### config.mk
export PLATFORM = sky130hd
export DESIGN_NAME = nonce_result_scanner
export DESIGN_NICKNAME = d
export VERILOG_FILES = /design/src/rtl/nonce_result_scanner.sv
export SDC_FILE = /design/constraint.sdc
export NUM_CORES = 1
export LEC_CHECK = 0
export CORE_AREA = 3 3 130 132
export DETAILED_ROUTE_END_ITERATION = 10
export DIE_AREA = 0 0 133 135
export GPL_TIMING_DRIVEN = 0
export HOLD_SLACK_MARGIN = 0.05
export PLACE_DENSITY = 0.92
export REMOVE_ABC_BUFFERS = 1
export SLEW_MARGIN = 20
export SYNTH_ARGS = -nofsm -noshare
export SYNTH_HDL_FRONTEND = slang
export SYNTH_SLANG_ARGS = --single-unit
### constraint.sdc
create_clock -name clk -period 3.5 [get_ports clk]
set_input_delay 0.875 -clock clk [delete_from_list [all_inputs] [get_ports clk]]
set_output_delay 0.875 -clock clk [all_outputs]
set_load 0.005 [all_outputs]
### src/rtl/nonce_result_scanner.sv
// Purpose : scans NUM_OF_NONCES h0 words from memory, reports first hit, minimum hash and hit count.
// Latency : start accepted in cycle T -> REPORT in T+N+2, done=1 with final results from T+N+3.
// Backpressure: none; one word read per cycle, start is ignored (not queued) while busy.
//
// Ports:
//   clk, reset            clock and synchronous active-high reset
//   start                 one-cycle scan request, sampled only in IDLE
//   result_addr, target   base address of word 0 and difficulty target, latched on start
//   done                  high exactly while in IDLE
//   mem_clk, mem_we,      single-port memory read interface; data valid one cycle
//   mem_addr, mem_read_data   after its address, mem_we is always 0
//   found, found_nonce    any word < target, and the lowest such nonce index
//   min_hash, min_nonce   smallest word scanned and its nonce index
//   hit_count             number of words < target
//   hit_mask              only when SCAN_HIT_MASK_EN is defined: bit n set when word n < target
module nonce_result_scanner #(
   parameter int NUM_OF_NONCES = 16,
   parameter int CNT_W         = $clog2(NUM_OF_NONCES + 1)
) (
   input  logic                     clk,
   input  logic                     reset,
   input  logic                     start,
   input  logic [15:0]              result_addr,
   input  logic [31:0]              target,
   output logic                     done,
   output logic                     mem_clk,
   output logic                     mem_we,
   output logic [15:0]              mem_addr,
   input  logic [31:0]              mem_read_data,
   output logic                     found,
   output logic [31:0]              found_nonce,
   output logic [31:0]              min_hash,
   output logic [31:0]              min_nonce,
   output logic [CNT_W-1:0]         hit_count
`ifdef SCAN_HIT_MASK_EN
   ,output logic [NUM_OF_NONCES-1:0] hit_mask
`endif
);

   // idx runs 0..NUM_OF_NONCES inclusive: one extra cycle drains the last read.
   localparam int IDX_W = $clog2(NUM_OF_NONCES + 1);
   localparam logic [IDX_W-1:0] IDX_LAST  = IDX_W'(NUM_OF_NONCES);
   localparam logic [IDX_W-1:0] IDX_ADDR_END = IDX_W'(NUM_OF_NONCES - 1);

   typedef enum logic [1:0] {
      IDLE   = 2'd0,
      READ   = 2'd1,
      REPORT = 2'd2
   } state_t;

   state_t           state;
   state_t           state_nxt;
   logic [IDX_W-1:0] idx;
   logic [15:0]      base;
   logic [31:0]      target_q;

   logic             capture;
   logic [IDX_W-1:0] nonce;
   logic [IDX_W-1:0] idx_inc;
   logic             hit;
   logic             new_min;

   assign mem_clk = clk;
   assign mem_we  = 1'b0;
   assign done    = (state == IDLE);

   // Word for nonce idx-1 arrives while idx is presented, so idx==0 has nothing to capture.
   assign capture = (state == READ) && (idx != '0);
   assign nonce   = idx - IDX_W'(1);
   assign idx_inc = idx + IDX_W'(1);
   assign hit     = (mem_read_data < target_q);
   assign new_min = (mem_read_data < min_hash);

   always_ff @(posedge clk) begin
      if (reset) begin
         state <= IDLE;
      end else begin
         state <= state_nxt;
      end
   end

   always_comb begin
      state_nxt = state;
      case (state)
         IDLE:    if (start) state_nxt = READ;
         READ:    if (idx == IDX_LAST) state_nxt = REPORT;
         REPORT:  state_nxt = IDLE;
         default: state_nxt = IDLE;
      endcase
   end

   always_ff @(posedge clk) begin
      if (reset) begin
         idx         <= '0;
         base        <= '0;
         target_q    <= '0;
         mem_addr    <= '0;
         found       <= 1'b0;
         found_nonce <= '0;
         min_hash    <= 32'hFFFF_FFFF;
         min_nonce   <= '0;
         hit_count   <= '0;
      end else begin
         case (state)
            IDLE: begin
               if (start) begin
                  idx         <= '0;
                  base        <= result_addr;
                  target_q    <= target;
                  // Address of word 0 is registered here so it is on the bus in the first READ cycle.
                  mem_addr    <= result_addr;
                  found       <= 1'b0;
                  found_nonce <= '0;
                  min_hash    <= 32'hFFFF_FFFF;
                  min_nonce   <= '0;
                  hit_count   <= '0;
               end
            end
            READ: begin
               if (idx != IDX_LAST) begin
                  idx <= idx_inc;
               end
               // Stop advancing after the last word's address; mem_addr then holds.
               if (idx < IDX_ADDR_END) begin
                  mem_addr <= base + 16'(idx_inc);
               end
               if (capture) begin
                  if (hit) begin
                     hit_count <= hit_count + CNT_W'(1);
                     if (!found) begin
                        found       <= 1'b1;
                        found_nonce <= 32'(nonce);
                     end
                  end
                  // Strict compare keeps the lower nonce on ties.
                  if (new_min) begin
                     min_hash  <= mem_read_data;
                     min_nonce <= 32'(nonce);
                  end
               end
            end
            default: begin
            end
         endcase
      end
   end

`ifdef SCAN_HIT_MASK_EN
   always_ff @(posedge clk) begin
      if (reset) begin
         hit_mask <= '0;
      end else if ((state == IDLE) && start) begin
         hit_mask <= '0;
      end else begin
         for (int i = 0; i < NUM_OF_NONCES; i++) begin
            if (capture && hit && (nonce == IDX_W'(i))) begin
               hit_mask[i] <= 1'b1;
            end
         end
      end
   end
`endif

endmodule

==> After elaboration in Yosys (flattened, before gate mapping) <==
Cells that the tools add are included.
{ "word_totals": {"input_bits": 83, "register_bits": 173, "wordCells": 67, "out_inout_bits": 121} }
{ "classes": {"n_lt_le_gt_ge": 3, "reduce_logical": 11, "n_addsub": 4, "eq_ne": 11, "muxes": 28} }
{ "ops": {"columns": ["operator", "n"], "rows": [
  ["32-bit two-way mux", 9],
  ["32-bit one-hot mux with 2 select lines", 3],
  ["32-bit < comparator", 2],
  ["16-bit two-way mux", 2],
  ["16-bit one-hot mux with 2 select lines", 1],
  ["5-bit two-way mux", 4],
  ["5-bit one-hot mux with 2 select lines", 2],
  ["16-bit by 5-bit adder with 16-bit output", 1],
  ["5-bit by 1-bit adder with 5-bit output (second input constant)", 2],
  ["2-bit inequality test (second input constant)", 5],
  ["4-bit AND reduction", 2],
  ["2-bit by 1-bit inequality test with 1-bit output (second input constant)", 3],
  ["3-bit AND reduction", 2],
  ["5-bit equality test (second input constant)", 1],
  ["5-bit by 4-bit < comparator with 1-bit output (second input constant)", 1],
  ["5-bit inequality test (second input constant)", 1],
  ["5-bit AND reduction", 1],
  ["5-bit nonzero test", 1],
  ["5-bit by 1-bit subtractor with 5-bit output (second input constant)", 1],
  ["2-bit two-way mux", 2],
  ["2-bit one-hot mux with 2 select lines", 1],
  ["2-bit AND reduction", 2],
  ["1-bit two-way mux", 3],
  ["2-bit by 1-bit equality test with 1-bit output (second input constant)", 1],
  ["4 further kinds", 4]
]} }

==> Depth between registers and ports, before layout <==
Gate-level depths: netlist (run 1).
{ "logic_depth": {"depth_word": 5, "ltp_mapped": 10} }

==> impl_metrics.ini, run 1 <==
[synth]
netlist_area_mm2 = 0.00788
synth_seq_cells = 119
synth_top_area_cell = dfxtp_1
synth_edf_count = 0
yosysTopAreaCellShare_pct = 30.2
synthTopCellsByArea = dfxtp_1 30%, ha_1 11%, nand2_1 9.0%
yosys-top-cells-count = 189 x nand2_1, 119 x dfxtp_1, 113 x a21oi_1
avgSynthCellArea_um2 = 7.76
synth_ff_type = dfxtp_1
ys_types = 63
ys_seq_area_share_pct = 30.2
netlist_instances = 1016
synth.most_common_cell = nand2_1
yosysWarningCount = 0
async_flop_share_pct = 0

[setup_path]
worst_setup_path_end_kind = register
cpMostUsedCell = buf_4
reg2reg_setup_slack_ns = 0.60
crit_type = in2reg
crit_start = mem_read_data[11]
worstRegToRegCells = 8
critPathMaxStageDelay_ns = 0.48
worstPathCellList = clkdlybuf4s50_1 > ha_1 > nand4_1 > a2111o_1 > o211ai_1 > buf_4 > buf_4 > buf_4 > o21a_1 > o311ai_4 > buf_8 > buf_6 > mux2i_1
worst-endpoint-required_ns = 3.92
critPathCapture = min_nonce[0]
reg2reg_from = min_hash[27]
crit_path_top_delay_cell = clkdlybuf4s50_1
start_kind = input port
critPathArrivalTime_ns = 3.75
worstPathMaxFanout = 13
r2r-end = min_hash[1]

[route]
drtIter0Drc = 632
drcViolationCount = 0
dr_total_vias = 8041
ant_nets = 0
wl_per_cell_um = 17.6
viasPerCell = 5.84
drt_pre_antenna_iters = 6
wirelength_um = 24200

[die]
core_area_mm2 = 0.0158
initial_core_util_pct = 49.8
die-height_um = 135
dieArea_mm2 = 0.0180
num_rows = 46
chipWidth_um = 133
io_pins = 204

[clock_tree]
cts_tree = built
cts_hold_buf = 0
clk_latency_ns = 0.53
clkSlewWorstSetupHoldPaths_ns = 0.06

[global_routing]
grt_pass1_vias = 7888
grt_use_total_pct = 25.8
grt_max_degree = 54
grt_pass1_wl_um = 37400
overflow = 0
antenna_found_initial = 3

[pwr]
sw_frac_of_total_pct = 25.6
finalPower_mw = 4.34
seq_power_share_pct = 33.8
clockPowerShare_pct = 50.0
switchingPower_mw = 1.11
max-vdd-ir-drop_mv = 0.487
combPwrFrac_pct = 16.2
intPower_mw = 3.22
power.density_mw_per_mm2 = 422
power_leakage_nw = 4.41

[placed_design]
port_buffers = 148
gp_congestion = 0.847
dp.cells = 1331
dp_slack_ns = -0.983
hpwlAfterDp_um = 16600

[timing]
period_needed_ns = 3.34
fmaxAchievable_mhz = 300
setup_ws_ns = 0.164
tightest_slew_ns = 1.07
fin_skew_ns = 0.00995
setup_viol = 0
fin_crit_sh_pct = 95.3
rsz0062_at_grt = false
drv_slew = 0
timing.final.hold_violations = 0
maxSlewHeadroom_pct = 28.6

[finish]
finish.utilization_pct = 64.9
num-nets-final = 1302
layout.cells.non_filler = 1376
n_antenna_cell = 0
area_growth_pct = 30.3
drive_gt1_share_pct = 7.33

[worst_hold_path]
hold_class = reg2reg

[job]
drv_cap = 0

[status]
status = finished, final reports clean
## final cells by class
type,instances,area (um2)
sequential,119,2380
clock inverter,13,228
multi-input combinational,754,4810
inverter,74,278
timing repair buffer,177,1790
tap,216,270
clock buffer,23,518
fill,1269,5560
## kinds of logic after synthesis
logic type	Yosys count	synth area share, %
AOI/OAI and AO/OA	290	25.5
xor gates and xnor gates	14	1.56
adders and majority gates	72	11.5
buffers and inverters	197	12.4
DFF	119	30.2
muxes	14	1.79
other	1	0.0476
and+or+nand+nor	309	16.9
## how the worst min path moves through the flow
stage	start	endpoint	slack [ns]	depth (start not counted)
2_1_floorplan	target_q[10]	target_q[10]	0.43	2
3_3_place_gp	mem_addr[8]	mem_addr[8]	0.44	2
3_5_place_dp	target_q[8]	target_q[8]	0.45	2
4_1_cts	target_q[8]	target_q[8]	0.45	2
5_1_grt	target_q[8]	target_q[8]	0.47	2
6_report	target_q[23]	target_q[23]	0.45	2
## per-layer routing
metal / up-vias / track usage (%) / routed length (um)
met3: 84 / 8.27 / 2430
met2: 433 / 43.9 / 11800
met5: - / 0 / 36
met4: 6 / 13.3 / 700
met1: 3741 / 28.9 / 9250
li1: 3777 / - / -
## power groups by stage
stage | clock [mW] | combinational [mW] | sequential (mW)
5_1_grt | 2.26 | 0.766 | 1.47
4_1_cts | 2.20 | 0.688 | 1.46
6_report | 2.17 | 0.701 | 1.47
3_3_place_gp | 0.0241 | 0.628 | 1.49
2_1_floorplan | 0 | 0.337 | 1.49
3_5_place_dp | 0.0241 | 0.678 | 1.49
## worst max-delay path, delay by kind of cell
| family | cells | cell delay (ns) |
|---|---|---|
| AND/OR/NAND/NOR | 1 | 0.12 |
| multiplexers | 1 | 0.12 |
| buffers and inverters | 6 | 1.36 |
| adder cells (fa/ha/maj) | 1 | 0.37 |
| AO/OA/AOI/OAI | 4 | 0.88 |
## stage by stage
stage / TNS [ns] / instance area (um2) / hold slack, ns
6_report: 0 / 10300 / 0.453
3_5_place_dp: -27.73 / 9460 / 0.446
5_1_grt: 0 / 10300 / 0.474
3_3_place_gp: -614.28 / 9130 / 0.441
2_1_floorplan: -174.27 / 7380 / 0.430
4_1_cts: 0 / 10200 / 0.454
## placed cells by master (no fill, tap or decap), types with 8 or more instances in the layout
master | synthesis | layout
clkbuf_16 | 0 | 20
nor2_1 | 58 | 57
a32oi_1 | 31 | 31
a21oi_1 | 113 | 113
nand3_1 | 17 | 15
dfxtp_1 | 119 | 119
inv_1 | 74 | 74
o211ai_1 | 38 | 38
xnor2_1 | 9 | 9
ha_1 | 71 | 71
clkdlybuf4s50_1 | 0 | 147
o21ai_0 | 18 | 17
a21o_1 | 8 | 8
conb_1 | 1 | 55
buf_4 | 57 | 22
a2111oi_0 | 33 | 33
nand2_1 | 189 | 187
nand4_1 | 11 | 11
mux2i_1 | 13 | 13
## registers in the layout, indices dropped and copies added, names as in the netlist
register / count
base: 16
found: 1
found_nonce: 5
hit_count: 5
idx: 5
mem_addr: 16
min_hash: 32
min_nonce: 5
state: 2
target_q: 32
## timing repair
| item | CTS | global route |
|---|---|---|
| resized for setup | 0 | 1 |
| pin swaps | 3 | 2 |
| setup endpoints to repair | 37 | 13 |
| buffers inserted | 3 | 7 |
Note: power is estimated with default switching activity, not from simulation.
==> run 2, diff against run 1 <==
- CORE_AREA: 3 3 130 132 -> 3 3 145 147
- DIE_AREA: 0 0 133 135 -> 0 0 148 150
- PLACE_DENSITY: 0.92 -> 0.78
==> run 2 against run 1 <==
Cell area grew 0.39%. Final cell count grew 3.6%. Sequential power is essentially flat. Critical path depth shrank 2. Worst hold slack gained 0.0011 ns. Power shrank 0.32%. Clock power is essentially flat.
==> impl_metrics.ini, run 2 (synthesized netlist as in run 1, its figures left out) <==
[status]
status = finished, final reports clean

[route]
wl_per_cell_um = 16.7
dr_total_vias = 7761
drtIter0Drc = 532
ant_nets = 0
viasPerCell = 5.45
drcViolationCount = 0
wirelength_um = 23800
drt_pre_antenna_iters = 6

[placed_design]
port_buffers = 148
dp.cells = 1386
gp_congestion = 0.848
postPlaceCellArea_mm2 = 0.00954
hpwlAfterDp_um = 16700

[timing]
fin_tns_setup_ns = 0
tightest_slew_ns = 1.13
period_needed_ns = 3.40
setup_viol = 0
fin_skew_ns = 0.00752
rsz0062_at_grt = false
fmaxAchievable_mhz = 294
maxSlewHeadroom_pct = 24.6
fin_crit_sh_pct = 97.2
drv_slew = 0
timing.final.hold_violations = 0

[die]
initial_core_util_pct = 39.3
core_area_mm2 = 0.0200
chipWidth_um = 148
io_pins = 204
dieArea_mm2 = 0.0222
die-height_um = 150
num_rows = 52

[clock_tree]
clk_latency_ns = 0.53
clkSlewWorstSetupHoldPaths_ns = 0.05
cts_tree = built
cts_hold_buf = 0
cts_resized = 0

[finish]
num-nets-final = 1298
top_regs = min_hash x32, target_q x32
area_growth_pct = 30.8
n_antenna_cell = 0
fillers = 1888
final_area_mm2 = 0.0103
final_cell_mix = 187 x nand2_1, 147 x clkdlybuf4s50_1, 119 x dfxtp_1
layout.cells.non_filler = 1425
layout_commonest_cell = nand2_1
drive_gt1_share_pct = 6.93

[pwr]
max-vdd-ir-drop_mv = 0.329
sw_frac_of_total_pct = 25.4
intPower_mw = 3.22
power_leakage_nw = 4.39
seq_power_share_pct = 33.9
clockPowerShare_pct = 50.1
power.density_mw_per_mm2 = 419
combPwrFrac_pct = 16.0
switchingPower_mw = 1.10

[setup_path]
reg2reg_setup_slack_ns = 0.35
worstPathMaxFanout = 10
reg2reg_from = state[1]
worst_setup_path_end_kind = register
crit_type = in2reg
start_kind = input port
worstRegToRegCells = 8
r2r-end = min_nonce[1]
critPathArrivalTime_ns = 3.86
worst-endpoint-required_ns = 3.96

[worst_hold_path]
worstHoldPathCells = 2
min_from = min_nonce[0]
holdPathEnd = min_nonce[0]
hold_class = reg2reg

[global_routing]
grt_pass1_wl_um = 37900
grt_pass1_vias = 7698
grt_use_total_pct = 21.0
overflow = 0
antenna_found_initial = 0
grt_max_degree = 45

[job]
drv_cap = 0
[run 2: cell types whose count changed in the layout (fill, tap and decap cells not counted), sizes merged]
cell / previous run / this run
clkbuf: 22 / 26
bufinv: 6 / 5
buf: 31 / 27
clkinv: 5 / 2
clkinvlp: 2 / 1
[run 2: worst max path at each step]
stage / from / to / slack (ns) / cells after the start
final: mem_read_data[1] / min_nonce[1] / 0.1 / 11
after floorplan: start / min_hash[10] / -2.81 / 5
after global routing: mem_read_data[11] / min_hash[23] / 0.02 / 12
after CTS: mem_read_data[30] / min_nonce[1] / 0.16 / 10
after global placement: start / min_hash[2] / -9.06 / 6
after detailed placement: mem_read_data[1] / min_nonce[3] / -0.82 / 11
[run 2: layout make-up]
class,count,area [um2],area share [%]
clock buffers,27,573,5.56
clock inverters,8,168,1.63
inverters,74,278,2.69
multi-input cells,754,4810,46.6
flip-flops and latches,119,2380,23.1
well taps,270,338,3.28
repair buffers,173,1770,17.1
[run 2: stage by stage]
step	total power [mW]	utilization, %	setup WS, ns	hold WS (ns)
5_1_grt	4.50	51.5	0.0174	0.469
3_3_place_gp	2.15	45.9	-9.06	0.441
3_5_place_dp	2.19	47.6	-0.817	0.444
2_1_floorplan	1.82	-	-2.81	0.430
4_1_cts	4.35	51.4	0.163	0.454
6_report	4.32	51.5	0.0981	0.454
[run 2: critical path, cell delays in order]
cell	delay [ns]
clkdlybuf4s50_1	0.48
ha_1	0.34
a2111oi_2	0.38
o211ai_1	0.17
buf_4	0.19
buf_4	0.17
buf_4	0.18
o21a_1	0.22
o311ai_4	0.42
buf_6	0.23
mux2i_1	0.19
[run 2: power by group through the flow]
stage                     clock network (mW)  registers [mW]  logic [mW]
final                                   2.16            1.46       0.692
after global routing                    2.26            1.47       0.767
after CTS                               2.20            1.46       0.689
after detailed placement              0.0241            1.49       0.678
after global placement                0.0241            1.49       0.638
after floorplan                            0            1.49       0.337
[run 2: metal layers]
layer	wire [um]	vias to the layer above	GRT usage [%]
met5	0	-	0
met4	457	0	9.10
met3	1760	39	5.15
met2	11600	324	35.8
met1	10000	3627	25.2
li1	-	3771	-
[run 2: timing repair]
action                                 CTS  global route
endpoints found under the hold margin    0             0
setup buffers                            3             2
setup endpoints to repair               37             2
pin swaps                                2             1
==> run 3, diff against run 2 <==
- CORE_AREA: 3 3 145 147 -> 3 3 117 147
- DIE_AREA: 0 0 148 150 -> 0 0 120 150
- PLACE_DENSITY: 0.78 -> 0.91
==> run 3 against run 2 <==
Combinational power is essentially flat. Non-clock buffer count unchanged. First-iteration DRC count fell by 21%. Sequential cell count stayed put. Register-to-register slack better by 0.07 ns. Worst hold slack worse by 0.0029 ns. Clock power shrank 5%. Final cell count down 3.8%. Core utilization up 12 points. Die area fell by 19%. Clock skew down 0.0020 ns. Via count is 2.3% higher. Largest power group unchanged.
==> impl_metrics.ini, run 3 (synthesized netlist as in run 1, its figures left out) <==
[setup_path]
crit_family = buffers and inverters
crit_type = in2reg
path_buf_inv = 5
critPathMaxStageDelay_ns = 0.49
worstPathCellList = clkdlybuf4s50_1 > ha_1 > nand4_1 > a2111o_1 > o211ai_1 > buf_4 > buf_4 > buf_4 > o21a_1 > o311ai_4 > buf_6 > mux2i_1
worstPathMaxFanout = 14
worst-endpoint-required_ns = 3.92
start_kind = input port
cpMostUsedCell = buf_4
worst_setup_path_end_kind = register
crit_path_top_delay_cell = clkdlybuf4s50_1
critPathArrivalTime_ns = 3.87

[route]
drtIter0Drc = 422
drt_pre_antenna_iters = 5
dr_total_vias = 7941
drcViolationCount = 0
ant_nets = 0
wirelength_um = 23500
wl_per_cell_um = 17.1
viasPerCell = 5.79

[timing]
fin_crit_sh_pct = 98.6
fmaxAchievable_mhz = 290
tightest_slew_ns = 1.13
setup_ws_ns = 0.0491
timing.final.hold_violations = 0
setup_viol = 0
fin_tns_setup_ns = 0
fin_skew_ns = 0.00551
maxSlewHeadroom_pct = 24.5
period_needed_ns = 3.45
drv_slew = 0

[worst_hold_path]
hold_class = reg2reg

[global_routing]
grt_use_total_pct = 25.7
grt_busiest_layer = met2
use_met1_pct = 27.7
use_met3_pct = 7.26
overflow = 0
grt_use_met2_pct = 45.3
grt_pass1_wl_um = 37100
grt_max_degree = 52
antenna_found_initial = 0
grt_pass1_vias = 7791

[die]
core_area_mm2 = 0.0161
chipWidth_um = 120
initial_core_util_pct = 49.0
num_rows = 52
die-height_um = 150
dieArea_mm2 = 0.0180
io_pins = 204

[clock_tree]
cts_tree = built
clk_latency_ns = 0.54
clkSlewWorstSetupHoldPaths_ns = 0.06

[finish]
top_regs = min_hash x32, target_q x32
layout.cells.non_filler = 1371
n_antenna_cell = 0
final_cell_mix = 187 x nand2_1, 147 x clkdlybuf4s50_1, 119 x dfxtp_1
layout_commonest_cell = nand2_1
final_area_mm2 = 0.0102
area_growth_pct = 29.7
fillers = 1328
num-nets-final = 1298
drive_gt1_share_pct = 7.01

[pwr]
seq_power_share_pct = 34.7
power.density_mw_per_mm2 = 413
intPower_mw = 3.13
max-vdd-ir-drop_mv = 0.410
combPwrFrac_pct = 16.5
switchingPower_mw = 1.09
power_leakage_nw = 4.39
clockPowerShare_pct = 48.8
sw_frac_of_total_pct = 25.9

[status]
status = finished, final reports clean

[placed_design]
dp_slack_ns = -0.928
port_buffers = 148
postPlaceCellArea_mm2 = 0.00947
gp_congestion = 0.829
dp.cells = 1331
hpwlAfterDp_um = 16200

[job]
drv_cap = 0
-- run 3: worst min-delay path, delay by kind of cell (launching register included) --
| family | cells | cell delay, ns |
|---|---|---|
| DFF | 1 | 0.30 |
| and+or+nand+nor | 1 | 0.05 |
| AOI/OAI and AO/OA | 1 | 0.05 |
-- run 3: repair_timing --
| item | CTS | global route |
|---|---|---|
| endpoints found under the setup margin | 37 | 37 |
| hold endpoints to repair | 0 | 0 |
| hold buffers | 0 | 0 |
| buffers inserted | 3 | 3 |
| gates resized for setup | 1 | 1 |
| pin swaps | 2 | 2 |
-- run 3: worst paths after layout --
kind	cells past startpoint	slack, ns	end	startpoint
worst min-delay path	2	0.45	target_q[23]	target_q[23]
worst max-delay path	12	0.05	min_nonce[0]	mem_read_data[11]
worst min register to register	2	0.45	target_q[23]	target_q[23]
worst max register to register	8	0.42	min_nonce[0]	state[1]
-- run 3: power groups by stage --
| stage | Combinational [mW] | Sequential, mW | Clock [mW] |
|---|---|---|---|
| finish | 0.695 | 1.47 | 2.06 |
| detailed placement | 0.677 | 1.49 | 0.0241 |
| floorplan | 0.337 | 1.49 | 0 |
| global route | 0.764 | 1.47 | 2.15 |
| CTS | 0.688 | 1.46 | 2.08 |
| global placement | 0.629 | 1.49 | 0.0241 |
-- run 3: area by class of cell --
cell class	count	area, um2	share of cell area (%)
multi-input combinational	754	4810	47.1
sequential	119	2380	23.3
timing repair buffer	173	1770	17.3
clock buffer	25	556	5.44
inverter	74	278	2.72
tap	216	270	2.64
clock inverter	10	150	1.47
-- run 3: layer usage --
| metal | share of wire [%] | up-vias |
|---|---|---|
| li1 | - | 3770 |
| met3 | 8.1 | 68 |
| met4 | 3.5 | 0 |
| met5 | 0 | - |
| met1 | 39 | 3704 |
| met2 | 50 | 399 |
-- run 3: through the flow --
step / util [%] / hold slack, ns / power, mW
2_1_floorplan: - / 0.430 / 1.82
3_3_place_gp: 56.8 / 0.442 / 2.14
3_5_place_dp: 58.9 / 0.446 / 2.19
4_1_cts: 63.4 / 0.454 / 4.23
5_1_grt: 63.6 / 0.472 / 4.38
6_report: 63.6 / 0.452 / 4.22
